$ cat config.mk
export PLATFORM = sky130hd
export DESIGN_NAME = audio_clock_recovery
export DESIGN_NICKNAME = d
export VERILOG_FILES = /design/src/rtl/audio_clock_recovery.sv
export SDC_FILE = /design/constraint.sdc
export NUM_CORES = 1
export LEC_CHECK = 0
export BUFFER_PORTS_ARGS = -buffer_cell sky130_fd_sc_hd__buf_2
export CAP_MARGIN = 20
export CORE_MARGIN = 1
export CORE_UTILIZATION = 50
export CTS_BUF_LIST = sky130_fd_sc_hd__clkbuf_4
export DETAILED_ROUTE_END_ITERATION = 6
export GPL_TIMING_DRIVEN = 0
export PLACE_DENSITY = 0.86
export SLEW_MARGIN = 20
export SYNTH_ARGS = -nofsm -noshare
export SYNTH_HDL_FRONTEND = slang
export SYNTH_SLANG_ARGS = --single-unit
$ cat constraint.sdc
create_clock -name clk_pixel -period 14.2 [get_ports clk_pixel]
set_input_delay 0.71 -clock clk_pixel [delete_from_list [all_inputs] [get_ports clk_pixel]]
set_output_delay 0.71 -clock clk_pixel [all_outputs]
set_load 0.03 [all_outputs]
$ cat src/rtl/audio_clock_recovery.sv
// HDMI sink Audio Clock Regeneration: validates ACR packets, qualifies lock on a stable N,
// and regenerates a 128*fs clock enable plus an fs tick from f_pixel*N/CTS.
module audio_clock_recovery #(
  parameter int unsigned STABLE_COUNT   = 3,
  parameter int unsigned TIMEOUT_CYCLES = 100000,
  parameter int unsigned ERR_WIDTH      = 8
) (
  input  logic                 clk_pixel,
  input  logic                 reset,
  input  logic                 packet_valid,
  input  logic [23:0]          header,
  input  logic [3:0][55:0]     sub,
  output logic [19:0]          n_value,
  output logic [19:0]          cts_value,
  output logic                 locked,
  output logic                 clk_audio_en,
  output logic                 fs_tick,
  output logic [ERR_WIDTH-1:0] packet_errors
);

  localparam int unsigned TW = (TIMEOUT_CYCLES > 2) ? $clog2(TIMEOUT_CYCLES) : 1;
  localparam int unsigned SW = $clog2(STABLE_COUNT + 1);
  localparam logic [TW-1:0] TMO_LAST = TW'(TIMEOUT_CYCLES - 1);

  typedef enum logic [1:0] {UNLOCKED, ACQUIRE, LOCKED} state_t;

  state_t        state;
  logic [19:0]   cand;
  logic [SW-1:0] stable;
  logic [TW-1:0] tmo;
  logic [20:0]   acc;
  logic [6:0]    div;

  // Packet field extraction and validation
  logic [55:0] sp;
  logic [19:0] pkt_n;
  logic [19:0] pkt_cts;
  logic        copies_same;
  logic        rsv_zero;
  logic        is_acr;
  logic        fields_ok;
  logic        pkt_good;
  logic        pkt_bad;
  logic        unused_hdr;

  assign sp          = sub[0];
  assign pkt_n       = {sp[35:32], sp[47:40], sp[55:48]};
  assign pkt_cts     = {sp[11:8], sp[23:16], sp[31:24]};
  assign copies_same = (sub[0] == sub[1]) && (sub[1] == sub[2]) && (sub[2] == sub[3]);
  assign rsv_zero    = (sp[39:36] == 4'h0) && (sp[15:12] == 4'h0) && (sp[7:0] == 8'h00);
  assign is_acr      = packet_valid && (header[7:0] == 8'h01);
  assign fields_ok   = copies_same && rsv_zero && (pkt_n != '0) && (pkt_cts != '0) &&
                       (pkt_n < pkt_cts);
  assign pkt_good    = is_acr && fields_ok;
  assign pkt_bad     = is_acr && !fields_ok;
  assign unused_hdr  = ^header[23:8];

  // Fractional accumulator step; N < CTS guarantees at most one wrap per cycle
  logic [20:0] sum;
  logic        step_pulse;
  logic [20:0] acc_step;

  assign sum        = acc + {1'b0, n_value};
  assign step_pulse = (sum >= {1'b0, cts_value});
  assign acc_step   = step_pulse ? (sum - {1'b0, cts_value}) : sum;

  logic lock_now;
  assign lock_now = pkt_good &&
                    (((state == UNLOCKED) && (STABLE_COUNT <= 1)) ||
                     ((state == ACQUIRE) && (pkt_n == cand) &&
                      ((32'(stable) + 32'd1) >= STABLE_COUNT)));

  always_ff @(posedge clk_pixel) begin
    if (reset) begin
      state         <= UNLOCKED;
      cand          <= '0;
      stable        <= '0;
      tmo           <= '0;
      acc           <= '0;
      div           <= '0;
      n_value       <= '0;
      cts_value     <= '0;
      locked        <= 1'b0;
      clk_audio_en  <= 1'b0;
      fs_tick       <= 1'b0;
      packet_errors <= '0;
    end else begin
      if (pkt_bad && (packet_errors != '1)) packet_errors <= packet_errors + ERR_WIDTH'(1);

      clk_audio_en <= 1'b0;
      fs_tick      <= 1'b0;
      if (state == LOCKED) begin
        acc <= acc_step;
        if (step_pulse) begin
          clk_audio_en <= 1'b1;
          fs_tick      <= (div == 7'd127);
          div          <= div + 7'd1;
        end
      end

      if (pkt_good) begin
        tmo <= '0;
        if (lock_now) begin
          state     <= LOCKED;
          locked    <= 1'b1;
          n_value   <= pkt_n;
          cts_value <= pkt_cts;
          acc       <= '0;
          div       <= '0;
        end else if ((state == LOCKED) && (pkt_n == n_value)) begin
          // CTS jitter: follow it, and keep acc below the new modulus
          cts_value <= pkt_cts;
          if (acc_step >= {1'b0, pkt_cts}) acc <= '0;
        end else if ((state == ACQUIRE) && (pkt_n == cand)) begin
          stable <= stable + SW'(1);
        end else begin
          state  <= ACQUIRE;
          cand   <= pkt_n;
          stable <= SW'(1);
          if (state == LOCKED) begin
            locked       <= 1'b0;
            acc          <= '0;
            div          <= '0;
            clk_audio_en <= 1'b0;
            fs_tick      <= 1'b0;
          end
        end
      end else if (tmo == TMO_LAST) begin
        state        <= UNLOCKED;
        locked       <= 1'b0;
        acc          <= '0;
        div          <= '0;
        clk_audio_en <= 1'b0;
        fs_tick      <= 1'b0;
      end else begin
        tmo <= tmo + TW'(1);
      end
    end
  end

endmodule

Yosys cells after proc, flatten, opt, wreduce, memory -nomap -nowiden
Cells that the tools add are included.
W data, S select, Z words.
{"block": "op_classes", "bitwise_logic": 3, "order_cmp": 4, "n_reduce_logical": 31, "eq_ne": 14, "add_sub_neg": 7, "n_mux": 47}
{"cell": "$mux W21", "n": 9}
{"cell": "$eq A56 B56 Y1", "n": 3}
{"cell": "$mux W7", "n": 8}
{"cell": "$ge A21 B20 Y1", "n": 2}
{"cell": "$eq A20 B20 Y1", "n": 2}
{"cell": "$mux W20", "n": 2}
{"cell": "$reduce_bool A20 Y1", "n": 2}
{"cell": "$mux W1", "n": 22}
{"cell": "$add A21 B20 Y21", "n": 1}
{"cell": "$sub A21 B20 Y21", "n": 1}
{"cell": "$lt A20 B20 Y1", "n": 1}
{"cell": "$add A17 B1 Y17 const B", "n": 1}
{"cell": "$eq A17 B17 Y1 const B", "n": 1}
{"cell": "$logic_and A1 B1 Y1", "n": 16}
{"cell": "$mux W2", "n": 6}
{"cell": "$add A8 B1 Y8 const B", "n": 1}
{"cell": "$eq A8 B1 Y1 const B", "n": 1}
{"cell": "$logic_not A4 Y1", "n": 2}
{"cell": "$logic_not A8 Y1", "n": 1}
{"cell": "$ne A8 B8 Y1 const B", "n": 1}
{"cell": "$reduce_and A4 Y1", "n": 2}
{"cell": "$add A7 B1 Y7 const B", "n": 1}
{"cell": "$eq A7 B7 Y1 const B", "n": 1}
{"cell": "$ne A3 B3 Y1 const B", "n": 2}
{"cell": "12 further kinds", "n": 17}
{"block": "word_totals", "in_bits": 251, "elab_cells": 118, "regBits": 120}

Longest topological paths before layout
Gate-level depths: netlist of run 1.
{"block": "depth", "word_depth": 11, "mapped_depth": 33, "mapped_depth_nobuf": 30}

Least setup slack after synthesis of run 1
OpenSTA, ideal clock, no wires.
{"block": "synth_timing", "kind": "flip-flop to flip-flop", "startpoint": "reg n_value[0]", "endpoint": "reg acc[10]", "stages_incl_launch_ff": 32, "setup_ns": 0.125, "slack_ns": 8.287, "required_ns": 14.075, "arrival_ns": 5.788, "period_less_slack_ns": 5.913, "cell_sequence": "dfxtp_1 -> ha_1 -> inv_1 -> fa_1 -> nor2b_1 -> o31ai_1 -> a211o_1 -> nand2_1 -> a21o_1 -> a21oi_1 -> xnor2_1 -> ha_1 -> a21o_1 -> a21o_1 -> a21oi_1 -> nand2_1 -> o31ai_1 -> nand2_1 -> buf_2 -> mux2i_1 -> inv_1 -> ha_1 -> nand4_1 -> nor2_1 -> o221ai_1 -> a31oi_1 -> o22ai_1 -> o21ai_0 -> nor2_1 -> a31oi_1 -> buf_2 -> o22ai_1"}
{"block": "synth_via", "elab_chain_cells": 9, "elab_cells_between_ends": 15, "cone_classes": "add/sub: 2; order compare: 2; eq/ne: 1; mux: 9; reduce/logical: 1"}
{"item": "start, declared", "line_no": "13", "source": "output logic [19:0] n_value,"}
{"item": "start signal, assigned", "line_no": "106", "source": "n_value <= pkt_n;"}
{"item": "parallel branches: the longest is 8 deep, another holds $add A21 B20 Y21"}
{"item": "$mux W21 *", "line_no": "101", "source": "if (pkt_good) begin"}
{"item": "end signal, assigned", "line_no": "93", "source": "acc <= acc_step;"}
{"item": "end, declared", "line_no": "31", "source": "logic [20:0] acc;"}
Mark *: on every way between the ends.
A chain may end at the register's enable or synchronous reset.

Worst setup path in the final report of run 1
{"block": "layout_timing", "startpoint": "reg n_value[0]", "endpoint": "reg acc[3]"}
Same word-level chain as after synthesis.

==> impl_results.md, run 1 <==
* Status: complete, but fails checks
* Failing checks: design-rule violations
* Setup Viol. Count Final at 0
* Fin. Hold Viols at 0
* CTS Hold Bufs at 0
* Overall power at 0.762 mW
* Worst Setup End Kind: register
* Root Driver: clkbuf_4
* Starting Density at 51.5%
* Die Span X at 150 um
* CTS H-tree lvls at 4
* Fraction of layout cells with a size suffix above 1 at 20.0%
* Core ar. at 0.0212 mm2
* Mean post-synth cell area at 7.70 um2
* Setup TNS at 0 ps
* Peak VDD IR at 0.0488 mV
* CP max stage delay at 650 ps
* CTS tree: built
* Worst Max-Slew Pin Slew at 1110 ps
* Period minus WS final at 7820 ps
* Clk_lat worst skew at 580 ps
* Most common cell in the netlist: xnor2_1
* Die area at 0.0224 mm2
* WL/cell at 22.3 um
* PwrDens at 58.8 mW/mm2
* First-pass GRT wire length at 66.2 mm
* Ys Warns at 0
* Final WS setup at 6380 ps
* Final wirelength at 44.8 mm
* WS Path Type: reg -> reg
* Tot GR Track Use at 40.1%
* Initial antenna violation count at 4
* Die Span Y at 150 um
* Cell taking the most area after synthesis: dfxtp_1
* Final net count at 2057
* Pre-antenna DRT Iters at 7
* GPL Wtd Cong at 1.03
* Reg2reg path depth at 31
* Area contributors post-synth: dfxtp_1 22%, xnor2_1 11%, ha_1 9.6%
* Fin cells at 2010
* Crit-path slowest cell: o31ai_1
* Area Growth Syn to Fin at 18.8%
* Area share of the largest cell type after synthesis at 22.0%
* Dominant synthesized flop cell: dfxtp_1
* Asr flop ratio synth at 0%
* Clk buf depth at 2
* Yosys cell types at 73
* Most frequent cells after synthesis: 141 x xnor2_1, 134 x nor2_1, 120 x dfxtp_1, 95 x inv_1, 93 x nand2_1
* Max-cap violations at 0
* DP Area at 0.0127 mm2
* Yosys reg bits at 120
* Grt ovf at 0
* Clock Pin Slew Worst Setup and Hold Paths at 120 ps
* Worst hold path type: in -> reg
* Row cnt at 53
* Antenna viol nets, final at 0
* Post-DR vias/cell at 6.17
* Fin crit share at 55.1%
* Placed Instances at 1976
* Startpoint Class: register
* Num CTS Buffers at 17
* Worst-path maximum fanout at 10
* Vias in the first global route at 11500
* Syn Nets at 1755
* Post-synth EDFFs at 0
* Port-buffer cells at 283
* Hold depth at 3
* # IOs at 302
* Iteration-0 DRC Markers at 1236
* Total leakage power at 5.81 nW
* # clock sinks at 120
* Worst slew margin at 23.8%
* PostCTS Resize Cnt at 0
* Crit path arrival time at 8260 ps
* RSZ-0062 raised after global routing: false
* Count of pins over their slew limit at 0
* Vias post-DR at 12400
* Req. time, crit path at 14640 ps
* DR DRC count at 2
* Sequential area share after synthesis at 22.0%
* Synthesized area at 0.0109 mm2
* Largest net degree at the start of global routing at 17
* Post-CTS setup repair buffer count at 0
* Place WS at 6690 ps
* Finished Cell Area at 0.0130 mm2
* Setup Skew at 21.7 ps
* Fmax at 0.128 GHz
* Final core occ at 61.1%
* Synthesized instance count at 1418
* Hold Slack at 442 ps
* Detail Placement HPWL at 37.6 mm
[final timing paths]
kind	end	start	slack, ps
setup / recovery	acc[3]	n_value[0]	6380
hold / removal	cts_value[5]	sub[29]	440
setup reg to reg	acc[3]	n_value[0]	6380
hold reg to reg	acc[15]	acc[15]	470
[layer usage]
layer	vias up	wire [um]	global-route usage [%]
met5	-	13	0
met3	161	5170	8.29
li1	5675	-	-
met4	2	1760	16.1
met1	5798	18200	52.7
met2	767	19700	63.7
[area by class of cell]
class | instances | area, um2
antenna | 3 | 7.51
buffer | 53 | 219
clock inverter | 13 | 146
multi-input combinational | 1150 | 7950
inverter | 95 | 357
sequential | 120 | 2400
timing repair buffer | 283 | 1420
fill | 1997 | 8250
tap | 275 | 344
clock buffer | 18 | 135
[worst max-delay path, delay by kind of cell (launching register included)]
family                     cells  cell delay [ps]
adders and majority gates      4             1300
buffers and inverters          4              920
DFF                            1              470
and+or+nand+nor                8             1420
AOI/OAI and AO/OA             13             3000
xor gates and xnor gates       1              280
muxes                          1              270
[logic make-up after synthesis]
family                     count (synthesis)  share of synthesized area (%)
muxes                                     57                           5.26
and+or+nand+nor                          538                           25.9
AOI/OAI and AO/OA                        277                           16.2
adders and majority gates                 86                           9.99
buffers and inverters                    148                           5.27
DFF                                      120                           22.0
xor gates and xnor gates                 192                           15.4
[registers in the layout, indices dropped and copies added (netlist names), 7 cells and up]
signal	cells
acc	21
cand	20
cts_value	20
div	7
n_value	20
packet_errors	8
tmo	17
[layout by cell type, fill, tap and decap left out, types with 7 or more instances in the layout]
cell type  instances
buf_2            293
xnor2_1          141
nor2_1           134
dfxtp_1          120
inv_1             95
nand2_1           93
a21oi_1           91
ha_1              84
o21ai_0           61
mux2i_1           54
nand4_1           53
xor2_1            51
nand2b_1          51
nor4_1            45
clkbuf_1          41
nand3_1           35
nor3_1            28
nor2b_1           21
o22ai_1           18
clkbuf_4          18
a21o_1            16
and3_1            15
o2111ai_1         14
o21a_1            11
or3_1             10
and4_1             8
a31oi_1            7
o211ai_1           7
[power by group]
part	leakage [nW]	switching [mW]	total, mW	internal, mW
combinational	4.71	0.100	0.168	0.0674
sequential	0.967	0.000787	0.338	0.337
clock	0.139	0.150	0.257	0.107
total	5.81	0.251	0.762	0.511
No activity file was read; power rests on OpenSTA's default activity.
==> run 2, diff against run 1 <==
--- a/config.mk
+++ b/config.mk
@@ -5,6 +5,7 @@
 export SDC_FILE = /design/constraint.sdc
 export NUM_CORES = 1
 export LEC_CHECK = 0
+export ABC_AREA = 1
 export BUFFER_PORTS_ARGS = -buffer_cell sky130_fd_sc_hd__buf_2
 export CAP_MARGIN = 20
 export CORE_MARGIN = 1
==> constraint.sdc (replaced) <==
create_clock -name clk_pixel -period 6.65 [get_ports clk_pixel]
set_input_delay 0.3325 -clock clk_pixel [delete_from_list [all_inputs] [get_ports clk_pixel]]
set_output_delay 0.3325 -clock clk_pixel [all_outputs]
set_load 0.03 [all_outputs]
==> run 2 against run 1 <==
- the flow now finishes without violations
- count of clock-buffer cells in the layout down 1
- global-route usage grew 7.2 points
- total power rose by 140%
- combinational power rose to 3.4 times the previous value
- synthesized cell count grew 90%
- highest routed layer unchanged
==> impl_results.md, run 2 <==
* WP buf/inv at 7 (+3)
* RSZ-0062 raised after global routing: false
* Ys Warns at 0 (unchanged)
* Sw Pwr at 0.741 mW (+200%)
* Vias post-DR at 19500 (+57%)
* Row cnt at 62 (+17%)
* Clock Power Share at 29.9% (-3.8 points)
* Die Span Y at 173 um (+15%)
* Setup Skew at 24.5 ps (+2.85 ps)
* WS Path Type: reg -> reg
* Pre-antenna DRT Iters at 7 (unchanged)
* Placed Instances at 3359 (+70%)
* Worst-path maximum fanout at 10 (unchanged)
* Period minus WS final at 6250 ps (-1570 ps)
* Hold Slack at 39.9 ps (-403 ps)
* Clk_lat worst skew at 580 ps (about the same)
* Overall power at 1.85 mW (+140%)
* CP max stage delay at 440 ps (-210 ps)
* Worst hold path type: in -> reg
* Tot GR Track Use at 47.2% (+7.2 points)
* Startpoint Class: register
* Grt ovf at 0 (unchanged)
* Synthesized instance count at 2690 (+90%)
* Final core occ at 58.7% (-2.4 points)
* Worst Setup End Kind: register
* Core ar. at 0.0287 mm2 (+35%)
* Detail Placement HPWL at 61.8 mm (+64%)
* Area contributors post-synth: nand2_1 25%, dfxtp_1 16%, inv_1 10%
* Crit-path slowest cell: fa_1
* Fmax at 0.160 GHz (+25%)
* Max-cap violations at 0 (unchanged)
* Synthesized area at 0.0146 mm2 (+33%)
* GPL Wtd Cong at 1.12 (+8.6%)
* Setup Viol. Count Final at 0 (unchanged)
* Commonest non-fill, non-tap cells in the layout: 955 x nand2_1, 399 x inv_1, 367 x nor2_1
* Area Growth Syn to Fin at 15.7%
* Cell taking the most area after synthesis: nand2_1
* Clk buf depth at 2 (unchanged)
* First-pass GRT wire length at 106 mm (+60%)
* Starting Density at 50.8% (-0.72 points)
* Asr flop ratio synth at 0% (unchanged)
* Final WS setup at 401 ps (-5980 ps)
* Final wirelength at 71.9 mm (+61%)
* Largest net degree at the start of global routing at 17 (unchanged)
* CTS H-tree lvls at 4 (unchanged)
* Die area at 0.0298 mm2 (+33%)
* Top delay family on crit path: simple AND/OR/NAND/NOR gates
* Dominant synthesized flop cell: dfxtp_1
* CTS tree: built
* Busiest grt layer: met2
* Fin. Hold Viols at 0 (unchanged)
* Biggest register: acc
* Peak VDD IR at 0.121 mV (+150%)
* Worst slew margin at 32.8% (+9.1 points)
* Clock Pin Slew Worst Setup and Hold Paths at 130 ps (about the same)
* Share of power burned in registers at 38.9% (-5.4 points)
* Root Driver: clkbuf_4
* Max reg flops at 21 (unchanged)
* Fraction of layout cells with a size suffix above 1 at 14.0% (-6.0 points)
* Antenna viol nets, final at 0 (unchanged)
* GR Util met2 at 76.6% (+13 points)
* Int Pwr at 1.11 mW (+120%)
* Yosys reg bits at 120 (unchanged)
* Total leakage power at 9.35 nW (+61%)
* Syn Nets at 3027 (+72%)
* Commonest non-fill, non-tap cell in the layout: nand2_1
* M1 GR Usage at 54.6% (+2.0 points)
* # IOs at 302 (unchanged)
* Area share of the largest cell type after synthesis at 24.7% (+2.7 points)
* Count of pins over their slew limit at 0 (unchanged)
* Sequential area share after synthesis at 16.5% (-5.5 points)
* Most frequent cells after synthesis: 958 x nand2_1, 399 x inv_1, 367 x nor2_1, 133 x a21oi_1, 120 x dfxtp_1
* Crit path arrival time at 6760 ps (-1500 ps)
* # clock sinks at 120 (unchanged)
* Fin crit share at 94.0% (+39 points)
* Vias in the first global route at 18000 (+57%)
* Combinational Power Share at 31.2% (+9.2 points)
* Port-buffer cells at 285 (+0.71%)
* DR DRC count at 0 (-2)
* Yosys cell types at 51 (-30%)
* Req. time, crit path at 7160 ps (-7480 ps)
* Num CTS Buffers at 17 (unchanged)
* Final net count at 3336 (+62%)
* Met3 Resource Use GR at 8.18% (-0.11 points)
* Most common cell in the netlist: nand2_1
* Place WS at -78.7 ps (-6770 ps)
* Switching share of power at 40.0% (+7.1 points)
* Initial antenna violation count at 5 (+1)
* PwrDens at 110 mW/mm2 (+87%)
* Fin cells at 3398 (+69%)
* Post-synth EDFFs at 0 (unchanged)
* Mean post-synth cell area at 5.42 um2 (-30%)
* Status: complete, no violations
* Worst Max-Slew Pin Slew at 1010 ps (-107 ps)
* Die Span X at 173 um (+15%)
* WL/cell at 21.2 um (-5.1%)
* CP most frequent cell: nand2_1
* Iteration-0 DRC Markers at 2282 (+85%)
* Post-DR vias/cell at 5.73 (-7.1%)
## run 2: kinds of logic (layout without fill, tap and decap cells)
kind of cell	count (synthesis)	in the layout	share of synthesized area, %
XOR/XNOR	74	74	4.45
adder cells (fa/ha/maj)	86	86	7.49
AO/OA/AOI/OAI	322	322	13.1
other	0	3	0
buffers and inverters	458	779	12.2
AND/OR/NAND/NOR	1630	1630	46.2
flip-flops	120	120	16.5
## run 2: path summary, 6_finish.rpt
path                            slack, ps               end  cells past startpoint              from
worst min register to register        470  packet_errors[4]                      2  packet_errors[4]
worst max-delay path                  400           acc[13]                     38        n_value[0]
worst max register to register        400           acc[13]                     38        n_value[0]
worst min-delay path                   40      cts_value[3]                      2           sub[27]
## run 2: power by group through the flow
stage	clock [mW]	sequential [mW]	combinational [mW]
finish	0.555	0.721	0.577
global route	0.581	0.722	0.615
CTS	0.545	0.721	0.554
detailed placement	0	0.738	0.550
global placement	0	0.737	0.544
floorplan	0	0.737	0.273
## run 2: final cells by class
class                      instances  area, um2
clock buffer                      17        128
sequential                       120       2410
tap                              384        480
inverter                         421       1580
multi-input combinational       2112      10400
timing repair buffer             290       1470
fill                            2970      11800
clock inverter                    14        149
antenna                            3       7.51
buffer                            37        201
## run 2: stage by stage
| stage | TNS (ps) | cell area [um2] |
|---|---|---|
| finish | 0 | 16900 |
| floorplan | 0 | 14600 |
| CTS | 0 | 16800 |
| global placement | 0 | 16500 |
| global route | 0 | 16900 |
| detailed placement | -337 | 16500 |
## run 2: timing repair
item / in CTS / in global routing
buffers inserted: 0 / 3
pin swaps: 0 / 1
gates cloned: 0 / 0
hold endpoints to repair: 2 / 0
setup endpoints to repair: 8 / 21
hold buffers: 2 / 0
gates resized for setup: 2 / 15
## run 2: per-layer routing
layer  share of wire (%)  vias up
met1                  36     8643
met4                 9.3        4
met5               0.042        -
li1                    -     9136
met3                  10      330
met2                  44     1359
